[config.mk]
export PLATFORM = sky130hd
export DESIGN_NAME = m_dram_arbiter
export DESIGN_NICKNAME = d
export VERILOG_FILES = /design/src/rtl/m_dram_arbiter.sv
export SDC_FILE = /design/constraint.sdc
export NUM_CORES = 1
export LEC_CHECK = 0
export CAP_MARGIN = 20
export CORE_ASPECT_RATIO = 0.8
export CORE_UTILIZATION = 37
export DETAILED_ROUTE_END_ITERATION = 10
export MAX_ROUTING_LAYER = met4
export PLACE_DENSITY_LB_ADDON = 0.12
export SYNTH_ARGS = -nofsm -noshare
export SYNTH_HDL_FRONTEND = slang
export SYNTH_SLANG_ARGS = --single-unit
export TNS_END_PERCENT = 30
[constraint.sdc]
create_clock -name CLK -period 1.95 [get_ports CLK]
set_input_delay 0.39 -clock CLK [delete_from_list [all_inputs] [get_ports CLK]]
set_output_delay 0.39 -clock CLK [all_outputs]
set_load 0.05 [all_outputs]
[src/rtl/m_dram_arbiter.sv]
// Two-master round-robin arbiter for the single DRAM port: one transaction at a time,
// with a watchdog that forces completion when the DRAM never drops busy.
module m_dram_arbiter #(
  parameter int TIMEOUT = 4096,
  parameter int TW      = 13
) (
  input  logic        CLK,
  input  logic        RST_X,
  input  logic        w_req0,
  input  logic [31:0] w_addr0,
  input  logic [31:0] w_wdata0,
  input  logic        w_we0,
  input  logic [2:0]  w_ctrl0,
  output logic        w_ack0,
  output logic [31:0] w_rdata0,
  input  logic        w_req1,
  input  logic [31:0] w_addr1,
  input  logic [31:0] w_wdata1,
  input  logic        w_we1,
  input  logic [2:0]  w_ctrl1,
  output logic        w_ack1,
  output logic [31:0] w_rdata1,
  output logic [31:0] w_dram_addr,
  output logic [31:0] w_dram_wdata,
  output logic [2:0]  w_dram_ctrl,
  output logic        w_dram_we_t,
  output logic        w_dram_le,
  input  logic [31:0] w_dram_odata,
  input  logic        w_dram_busy,
  output logic        w_timeout,
  output logic [1:0]  w_dbg_state
);

  typedef enum logic [1:0] {
    S_IDLE  = 2'd0,
    S_ISSUE = 2'd1,
    S_WAIT  = 2'd2,
    S_DONE  = 2'd3
  } state_t;

  localparam logic [TW-1:0] WD_LAST = TW'(TIMEOUT - 1);

  state_t      state;
  logic        gnt;
  logic        last_gnt;
  logic        we_r;
  logic        seen_busy;
  logic [TW-1:0] wdog;
  logic [31:0] addr_r;
  logic [31:0] wdata_r;
  logic [2:0]  ctrl_r;

  logic        pick;
  logic        finish;
  logic        expired;
  logic        issue_ok;
  logic [31:0] ret_data;

  // Handshake: the DRAM takes a command in a cycle where a strobe is high and
  // busy is low; busy rises the next cycle and read data is valid when it falls.
  assign issue_ok     = (state == S_ISSUE) && !w_dram_busy;
  assign w_dram_le    = issue_ok && !we_r;
  assign w_dram_we_t  = issue_ok && we_r;
  assign w_dram_addr  = addr_r;
  assign w_dram_wdata = wdata_r;
  assign w_dram_ctrl  = ctrl_r;
  assign w_dbg_state  = state;

  // With both masters requesting, the one not served last time wins.
  always_comb begin
    pick = w_req1;
    if (w_req0 && w_req1) pick = ~last_gnt;
  end

  // Completion needs busy to have been seen high first, unless the watchdog
  // runs out; only a still-high busy at expiry counts as a stuck DRAM.
  always_comb begin
    finish   = 1'b0;
    expired  = 1'b0;
    ret_data = w_dram_odata;
    if (state == S_WAIT) begin
      if (seen_busy && !w_dram_busy) begin
        finish = 1'b1;
      end else if (wdog == WD_LAST) begin
        finish  = 1'b1;
        expired = w_dram_busy;
        if (w_dram_busy) ret_data = 32'hFFFF_FFFF;
      end
    end
  end

  always_ff @(posedge CLK or negedge RST_X) begin
    if (!RST_X) begin
      state     <= S_IDLE;
      gnt       <= 1'b0;
      last_gnt  <= 1'b1;
      we_r      <= 1'b0;
      seen_busy <= 1'b0;
      wdog      <= '0;
      addr_r    <= '0;
      wdata_r   <= '0;
      ctrl_r    <= '0;
      w_ack0    <= 1'b0;
      w_ack1    <= 1'b0;
      w_rdata0  <= '0;
      w_rdata1  <= '0;
      w_timeout <= 1'b0;
    end else begin
      w_ack0 <= 1'b0;
      w_ack1 <= 1'b0;
      case (state)
        S_IDLE: begin
          if (w_req0 || w_req1) begin
            gnt     <= pick;
            addr_r  <= pick ? w_addr1  : w_addr0;
            wdata_r <= pick ? w_wdata1 : w_wdata0;
            we_r    <= pick ? w_we1    : w_we0;
            ctrl_r  <= pick ? w_ctrl1  : w_ctrl0;
            state   <= S_ISSUE;
          end
        end
        S_ISSUE: begin
          if (!w_dram_busy) begin
            state     <= S_WAIT;
            wdog      <= '0;
            seen_busy <= 1'b0;
          end
        end
        S_WAIT: begin
          wdog <= wdog + 1'b1;
          if (w_dram_busy) seen_busy <= 1'b1;
          if (finish) begin
            state <= S_DONE;
            if (expired) w_timeout <= 1'b1;
            if (gnt) w_ack1 <= 1'b1;
            else     w_ack0 <= 1'b1;
            if (!we_r) begin
              if (gnt) w_rdata1 <= ret_data;
              else     w_rdata0 <= ret_data;
            end
          end
        end
        S_DONE: begin
          last_gnt <= gnt;
          state    <= S_IDLE;
        end
        default: state <= S_IDLE;
      endcase
    end
  end

endmodule

==> flow_summary.toml, run 1 <==
[synth]
synth_nets = 740
synth_edf_count = 0
syn_inst = 561
async_flop_share_pct = 100
synth_compound_area_share_pct = 19.0
yosysTopAreaCell = "dfrtp_1"
synth_seq_cells = 153
synth-simple-area-share_pct = 7.40
yosys_warnings = 0
synth.distinct_cells = 47
synth.avg_cell_area_um2 = 11.8
synthAdderAreaFrac_pct = 1.13
ys.flop_type = "dfrtp_1"
synthTopCellsByArea = "dfrtp_1, mux2i_1, o21ai_0, o32a_2, o32a_1"
synth_xor_area_share_pct = 0.264
synthesis.area_um2 = 6640
synth.area.mux_share_pct = 10.9
synth-seq-area-share_pct = 57.7
synth_top_family_by_area = "compound AO/OA/AOI/OAI gates"
synth_top_area_share_pct = 57.3

[clocking]
cts_tree = "done"
htree_levels = 4
insertion_delay_ns = 0.42
cts.clk_slew.worst_paths_ns = 0.06
cts_buffer_depth = 2
cts_buffers = 17
cts-root-buf = "clkbuf_16"
cts.sinks = 153

[sta]
final-hold-violation-count = 0
setup_slack_ns = -0.0516
fin_setup_tns_ns = -1.47
final.setup_skew_ns = 0.00892
hold_ws_ns = 0.461
period_share_pct = 103
fin_crit_ns = 2.00
tightest_slew_ns = 0.533
rsz0062_at_grt = "yes"
finalSetupViolCount = 48
max_slew_margin_pct = 64.6
fmax_mhz = 500
final_max_slew_viol_count = 0

[setup_path]
start_kind = "flip-flop"
timing.rr.end = "w_rdata0[1]"
worstSetupEndpointType = "flip-flop"
r2r_cells = 7
critical_path_required_ns = 2.30
cp_max_fo = 8
regToRegStartpoint = "wdog[0]"
arrival_ns = 2.35
path_class = "flip-flop to flip-flop"
r2r_setup_slack_ns = -0.05

[cells_and_area]
nNetsFinal = 1078
final_util_pct = 62.9
most-common-layout-cells = "clkdlybuf4s50_1, dfrtp_1, buf_4"
drive_gt1_share_pct = 22.5
fillers = 1422
layout_commonest_cell = "clkdlybuf4s50_1"
diodes = 0
areaGrowthSynthToFinish_pct = 65.2

[floorplan]
core_um2 = 17400
die_x_um = 152
rows = 43
dieArea_um2 = 18500
ioPinCount = 311
die_h_um = 122
initial_core_util_pct = 38.1

[outcome]
status = "complete, but fails checks"
violations = "setup timing"

[route]
drt_iter0_markers = 275
dr.pass1.iters = 6
drt-total-wl_mm = 20.7
post-route-drc-count = 0
post_drt_wl_per_cell_um = 18.2
vias_per_cell = 5.15
vias = 5853
drtAntennaViolNets = 0

[grt]
overflow = 0
grt_pass1_wl_mm = 31.8
track_usage_pct = 23.5
grt_pass1_vias = 6069
antenna_found_initial = 0
grt_max_degree = 81

[place]
portBuffers = 310
dpl.hpwl_mm = 14.8
gp_congestion = 0.878

[power]
vdd_drop_max_uv = 879
p_leak_nw = 4.79
powerDensity_nw_per_um2 = 1790

[run]
maxCapViolCount = 0

[hold_path]
hold_class = "primary input to async pin"
## power by group
group	internal, W	total [W]	switching (W)
combinational	0.00352	0.0109	0.00740
clock	0.00196	0.00331	0.00135
sequential	0.00459	0.00542	0.000830
total	0.0101	0.0197	0.00958
## worst max path at each step
stage                   startpoint  depth (start not counted)  slack, ns              to
floorplan           w_dbg_state[1]                          4      -0.04       w_dram_le
global placement       w_dram_busy                          6      -0.14  w_dbg_state[1]
global route               wdog[1]                          7      -0.15     w_rdata0[1]
finish                     wdog[0]                          7      -0.05     w_rdata0[1]
CTS                        wdog[0]                          7      -0.06    w_rdata1[12]
detailed placement     w_dram_busy                          6      -0.14         wdog[8]
## final cells by class
class                      instances  area (um^2)  area share (%)
sequential                       153         3830            34.9
tap                              225          282            2.57
clock buffer                      19          453            4.13
inverter                           6         22.5           0.205
timing repair buffer             363         3540            32.3
multi-input combinational        358         2700            24.6
clock inverter                    13          144            1.31
## state kept, by name, summed over array words and instances, names as in the netlist, 2 cells and up
name / count
w_dbg_state: 2
w_dram_addr: 32
w_dram_ctrl: 3
w_dram_wdata: 32
w_rdata0: 32
w_rdata1: 32
wdog: 13
## cell families after synthesis
logic type	Yosys count
xor gates and xnor gates	2
buffers and inverters	50
AOI/OAI and AO/OA	168
adders and majority gates	6
DFF	153
muxes	72
and+or+nand+nor	110
## per-stage QoR
| stage | std cells | area (um^2) | total power (W) | worst slack, ns |
|---|---|---|---|---|
| finish | 1137 | 11000 | 0.0197 | -0.0516 |
| global route | 1137 | 11000 | 0.0206 | -0.145 |
| CTS | 1129 | 10800 | 0.0196 | -0.0559 |
| detailed placement | 1089 | 10200 | 0.0167 | -0.136 |
| global placement | 1089 | 10200 | 0.0165 | -0.141 |
| floorplan | 561 | 6660 | 0.0125 | -0.0439 |
## what timing repair did
action,CTS,global route
gates resized for setup,91,11
endpoints found under the hold margin,39,0
setup endpoints to repair,147,73
gates cloned,2,4
setup buffers,5,4
pin swaps,3,20
hold buffers,1,0
## worst max-delay path, cell delays in order (launching register included)
cell and delay, ns:
dfrtp_1 0.35, ha_2 0.19, nand4_1 0.12, or4_4 0.48, a2111oi_4 0.32, buf_6 0.19
buf_12 0.14, o32a_1 0.15
## cells in the mapped netlist, drive strengths merged (3+ instances only)
cell type and instances:
nand2 78, buf 15, nor3 3, a21oi 10
o32a 64, dfrtp 152, nand3 3, or3 7
ha 6, nor2b 3, nor2 5, clkbuf 28
inv 6, mux2i 70, o21ai 82
## per-layer routing
layer / track usage (%) / vias to the layer above / wire length [um]
met5: - / - / 0
met4: 7.61 / 0 / 308
met3: 6.78 / 22 / 1660
met2: 37.8 / 226 / 10300
met1: 28.5 / 2842 / 8440
li1: - / 2763 / -
Note: power is estimated with default switching activity, not from simulation.
==> run 2: changes to the inputs <==
--- a/config.mk
+++ b/config.mk
@@ -5,12 +5,14 @@
 export SDC_FILE = /design/constraint.sdc
 export NUM_CORES = 1
 export LEC_CHECK = 0
+export ABC_AREA = 0
 export CAP_MARGIN = 20
 export CORE_ASPECT_RATIO = 0.8
 export CORE_UTILIZATION = 37
 export DETAILED_ROUTE_END_ITERATION = 10
 export MAX_ROUTING_LAYER = met4
 export PLACE_DENSITY_LB_ADDON = 0.12
+export SLEW_MARGIN = 10
 export SYNTH_ARGS = -nofsm -noshare
 export SYNTH_HDL_FRONTEND = slang
 export SYNTH_SLANG_ARGS = --single-unit
==> results of run 2 <==
The final DEF is identical to that of run 1; final timing and power are the same.
==> run 3: changes to the inputs <==
--- a/config.mk
+++ b/config.mk
@@ -6,7 +6,6 @@
 export NUM_CORES = 1
 export LEC_CHECK = 0
 export ABC_AREA = 0
-export CAP_MARGIN = 20
 export CORE_ASPECT_RATIO = 0.8
 export CORE_UTILIZATION = 37
 export DETAILED_ROUTE_END_ITERATION = 10
==> results of run 3 <==
The final DEF is identical to that of run 1; final timing and power are the same.
